===== config.mk =====
export PLATFORM = sky130hd
export DESIGN_NAME = pipe_stage_reg
export DESIGN_NICKNAME = d
export VERILOG_FILES = /design/src/rtl/pipe_pkg.sv /design/src/rtl/pipe_stage_reg_sat_counter.sv /design/src/rtl/pipe_stage_reg.sv
export SDC_FILE = /design/constraint.sdc
export NUM_CORES = 1
export LEC_CHECK = 0
export ABC_AREA = 0
export BUFFER_PORTS_ARGS = -buffer_cell sky130_fd_sc_hd__clkbuf_2
export CAP_MARGIN = 20
export CORE_AREA = 8 8 135 162
export CTS_CLUSTER_DIAMETER = 30
export CTS_CLUSTER_SIZE = 20
export DETAILED_ROUTE_END_ITERATION = 8
export DIE_AREA = 0 0 143 170
export PLACE_DENSITY_LB_ADDON = 0.3
export SLEW_MARGIN = 20
export SYNTH_ARGS = -nofsm -noshare
export SYNTH_HDL_FRONTEND = slang
export SYNTH_SLANG_ARGS = --single-unit

===== constraint.sdc =====
create_clock -name clk -period 1.2 [get_ports clk]
set_input_delay 0.06 -clock clk [delete_from_list [all_inputs] [get_ports clk]]
set_output_delay 0.06 -clock clk [all_outputs]
set_load 0.005 [all_outputs]

===== src/rtl/pipe_pkg.sv =====
// Shared pipeline types: stall polarity, the EX/MEM payload layout and the
// multi-cycle HI/LO sidecar layout used by the inter-stage registers.
package pipe_pkg;

    localparam logic STOP    = 1'b1;
    localparam logic NO_STOP = 1'b0;

    typedef struct packed {
        logic [4:0]  wd;
        logic        wreg;
        logic [31:0] wdata;
        logic [31:0] hi;
        logic [31:0] lo;
        logic        whilo;
    } exmem_payload_t;

    typedef struct packed {
        logic [63:0] hilo;
        logic [1:0]  cnt;
    } hilo_side_t;

    localparam int PAYLOAD_W = $bits(exmem_payload_t);
    localparam int SIDE_W    = $bits(hilo_side_t);

endpackage


===== src/rtl/pipe_stage_reg_sat_counter.sv =====
// Saturating up-counter with synchronous clear; also used by the perf-counter block.
module sat_counter #(
    parameter int CNT_W = 8
) (
    input  logic             clk,
    input  logic             rst,
    input  logic             inc,
    input  logic             clr,
    output logic [CNT_W-1:0] count
);

    // Count up while inc is high, pinning at all-ones instead of wrapping.
    always_ff @(posedge clk) begin
        // NOTE: state registers use non-blocking assignments so every flop
        // samples pre-edge values regardless of statement order.
        if (rst || clr) begin
            count <= '0;
        end else if (inc && (count != '1)) begin
            count <= count + CNT_W'(1);
        end
    end

endmodule


===== src/rtl/pipe_stage_reg.sv =====
// Inter-stage pipeline register: payload + valid under the global stall
// vector and flush, registered multi-cycle sidecar, bubble flag and a
// saturating count of consecutive stalled cycles.
module pipe_stage_reg
    import pipe_pkg::*;
#(
    parameter int PAYLOAD_W    = pipe_pkg::PAYLOAD_W,
    parameter int SIDE_W       = pipe_pkg::SIDE_W,
    parameter int STALL_W      = 6,
    parameter int STAGE        = 3,
    parameter int CNT_W        = 8,
    parameter bit GATE_INVALID = 1'b1
) (
    input  logic                 clk,
    input  logic                 rst,
    input  logic [STALL_W-1:0]   stall,
    input  logic                 flush,
    input  logic                 in_valid,
    input  logic [PAYLOAD_W-1:0] in_payload,
    input  logic [SIDE_W-1:0]    side_i,
    output logic                 out_valid,
    output logic [PAYLOAD_W-1:0] out_payload,
    output logic [SIDE_W-1:0]    side_o,
    output logic                 bubble_o,
    output logic [CNT_W-1:0]     stall_cycles_o
);

    // The consumer stage index must exist in the stall vector.
    if (STAGE < 0 || STAGE + 1 >= STALL_W) begin : g_bad_stage
        $error("pipe_stage_reg: STAGE must be in 0..STALL_W-2");
    end

    logic                 stall_here;
    logic                 stall_next;
    logic                 is_bubble;
    logic                 is_advance;
    logic [PAYLOAD_W-1:0] adv_payload;

    assign stall_here = (stall[STAGE]   == STOP);
    assign stall_next = (stall[STAGE+1] == STOP);
    assign is_bubble  = stall_here && !stall_next;
    // The illegal combination (this stage running, next stopped) falls into advance.
    assign is_advance = !stall_here;

    // Payload presented on an advancing edge, zeroed for invalid slots when gating.
    always_comb begin
        // NOTE: assign a default first so no path leaves the output unassigned
        // (which would infer a latch).
        adv_payload = in_payload;
        if (GATE_INVALID && !in_valid) begin
            adv_payload = '0;
        end
    end

    // Stage register: flush/rst clear, bubble inserts a NOP, advance loads, hold keeps.
    always_ff @(posedge clk) begin
        if (rst || flush) begin
            out_valid   <= 1'b0;
            out_payload <= '0;
            side_o      <= '0;
            bubble_o    <= 1'b0;
        end else if (is_bubble) begin
            out_valid   <= 1'b0;
            out_payload <= '0;
            side_o      <= side_i;
            bubble_o    <= 1'b1;
        end else if (is_advance) begin
            out_valid   <= in_valid;
            out_payload <= adv_payload;
            side_o      <= '0;
            bubble_o    <= 1'b0;
        end else begin
            side_o      <= side_i;
            bubble_o    <= 1'b0;
        end
    end

    sat_counter #(
        .CNT_W (CNT_W)
    ) u_stall_cnt (
        .clk   (clk),
        .rst   (rst),
        .inc   (stall_here),
        .clr   (flush || is_advance),
        .count (stall_cycles_o)
    );

endmodule


==> results.json <==
{
  "synth-async-reset-ratio_pct": 0,
  "clock_sinks": 179,
  "cell_type_of_the_slowest_stage_on_the_worst_timing_path": "dfxtp_2",
  "rel_slew_slack_pct": 70.7,
  "power_per_cell_area_mw_per_mm2": 1310,
  "final_cell_count_no_fill": 1340,
  "cts_inserted_buffers": 17,
  "fp.dieArea_mm2": 0.0243,
  "timing.critical_path.to_type": "register",
  "crit_arrival_ps": 1520,
  "dr.pass1.iters": 4,
  "finalClockSkew_ps": 2.03,
  "timing.critical_path.max_delay_family": "flip-flops",
  "path_cells": "ha_4, and3_4, a211oi_2, mux2i_1",
  "post-synth-top-area-fraction_pct": 63.3,
  "static_leakage_nw": 4.74,
  "htree_levels": 4,
  "synth_area_leader_cell": "dfxtp_1",
  "flow.area_growth_from_synthesis_pct": 81.2,
  "synth.ff_latch_count": 179,
  "synthesis_warnings": 0,
  "drive_gt1_share_pct": 39.2,
  "cpPeakStageDelay_ps": 340,
  "path_class": "reg2reg",
  "synth_sequential_area_ratio_pct": 63.3,
  "chipHeight_um": 170,
  "edff_count_synth": 0,
  "fillers": 1652,
  "i_o_pin_total": 358,
  "synth_nets": 722,
  "placementRows": 56,
  "post-route-min-period_ps": 1170,
  "track_usage_pct": 17.4,
  "crit_path_start_kind": "register",
  "unrepaired_setup_endpoints_after_global_routing": "true",
  "timing.critical_path.fanout_max": 4,
  "clock_tree_from_tritoncts": "yes",
  "dpl.hpwl_mm": 14.6,
  "number_of_global_route_vias_before_repair": 6398,
  "fin_util_pct": 53.3,
  "finish.net_count": 1245,
  "syn-mean-instance-area_um2": 10.5,
  "grt_max_degree": 94,
  "worstMarginPinSlew_ps": 440,
  "replace_congestion": 0.782,
  "worst_setup_hold_path_clk_slew_ps": 70,
  "portBuffers": 353,
  "status": "completed",
  "wirelength_mm": 21.7,
  "cts_post_setup_buffers_inserted": 0,
  "finalSetupViolations": 0,
  "routedWlPerCell_um": 16.2,
  "mappedNetlistArea_mm2": 0.00566,
  "synth.area.top_cells": "dfxtp_1, a22oi_1, and2_1",
  "remaining_routing_drc_violations": 0,
  "max_freq_mhz": 857,
  "cts_max_path_buffers": 2,
  "initial_core_utilization_pct": 29.4,
  "global_route_wire_length_before_repair_mm": 33.4,
  "final-max-slew-violation-count": 0,
  "dominant_cell_by_count_in_the_synthesized_netlist": "dfxtp_1",
  "place.detailed.instances": 1137,
  "clock_insertion_delay_worst_skew_ps": 420,
  "synth.lib_cells_used.distinct": 28,
  "die_x_um": 143,
  "cap_viol_max_count": 0,
  "timing_hold_violations_final": 0,
  "root_buffer": "clkbuf_16",
  "design.core.area_mm2": 0.0193,
  "drt.antenna.violating_nets": 0,
  "final_min_period_over_clock_period_pct": 97.2,
  "kind_of_path_behind_the_tightest_hold_check": "in2reg",
  "dominantRegCellSynth": "dfxtp_1",
  "grt_antenna_before_repair": 0,
  "detail_route.vias_per_cell": 4.43,
  "worst-endpoint-required_ps": 1560,
  "grt_remaining_overflow": 0,
  "netlist_instances": 542,
  "route.vias.total": 5936,
  "vdd_drop_max_mv": 0.962,
  "netlist_top_cells_count": "dfxtp_1, nor2_1, a22oi_1",
  "worst-path-buf-inv": 0,
  "first_iter_violations": 237
}
## sequential cells by signal, summed over array words and instances (netlist names)
name,flops
side_o,66
u_stall_cnt.count,8
bubble_o,1
out_valid,1
out_payload,103
## path summary, 6_finish.rpt
| kind | end | slack, ps | from | cells past startpoint |
|---|---|---|---|---|
| worst min register to register | out_payload[11] | 510 | out_payload[11] | 2 |
| worst max-delay path | u_stall_cnt.count[5] | 30 | u_stall_cnt.count[1] | 4 |
| worst max register to register | u_stall_cnt.count[5] | 30 | u_stall_cnt.count[1] | 4 |
| worst min-delay path | out_payload[101] | 50 | stall[3] | 3 |
## metrics by stage
step	setup slack [ps]	instance area, um2	setup TNS, ps	hold WS [ps]	power (W)
global route	-3.09	10300	-3.68	38.6	0.0140
detailed placement	-4.46	7910	-4.46	262	0.00718
finish	33.4	10300	0	51.3	0.0135
floorplan	7.06	5670	0	132	0.00660
global placement	-4.12	7910	-4.12	259	0.00718
CTS	-3.72	10300	-3.72	39.8	0.0137
## layout make-up
| cell class | instances | area [um2] | area share, % |
|---|---|---|---|
| Tap cell | 261 | 327 | 3.18 |
| Clock inverter | 15 | 209 | 2.04 |
| Inverter | 1 | 3.75 | 0.0366 |
| Antenna cell | 1 | 2.50 | 0.0244 |
| Clock buffer | 17 | 425 | 4.14 |
| Multi-Input combinational cell | 319 | 1910 | 18.6 |
| Sequential cell | 179 | 3590 | 35.0 |
| Timing Repair Buffer | 547 | 3800 | 37.0 |
## tightest hold or removal path: stages
cell	delay, ps
buf_4	180
a22oi_1	110
nor2_1	70
## layer usage
| layer | GRT usage, % | part of all wire, % | vias up |
|---|---|---|---|
| met5 | 0 | 0 | - |
| met4 | 7.31 | 2.6 | 0 |
| met3 | 8.58 | 12 | 37 |
| met2 | 30.0 | 49 | 285 |
| met1 | 17.4 | 37 | 2715 |
| li1 | - | - | 2899 |
## cell usage in the layout, fill, tap and decap left out, drive strengths merged, types with 3 or more instances in the layout
master	n
clkbuf	369
dfxtp	179
dlygate4sd3	170
nor2	107
a22oi	103
and2	67
buf	25
inv	10
nand2	7
a21oi	5
nor3	4
nand3	3
nand2b	3
nand4	3
mux2i	3
bufinv	3
o21ai	3
clkinv	3
## power breakdown
part	internal, W	leakage, nW	switching [W]
Sequential	0.00606	1.45	0.0000484
Clock	0.00339	0.314	0.00257
Combinational	0.000847	2.97	0.000558
## repair_timing
item,CTS,global route
gates resized for setup,6,3
hold endpoints to repair,170,0
pin swaps,2,2
hold buffers,170,0
setup endpoints to repair,3,4
## logic make-up (layout without fill, tap and decap cells)
logic type | Yosys count | after routing | synth area share, %
simple gates | 199 | 199 | 17.0
flops | 179 | 179 | 63.3
compound gates | 116 | 116 | 15.2
buf+inv | 44 | 580 | 3.84
mux | 3 | 3 | 0.530
fa+ha+maj | 1 | 1 | 0.221
other cells | 0 | 1 | 0
(Power assumes the default switching activity.)
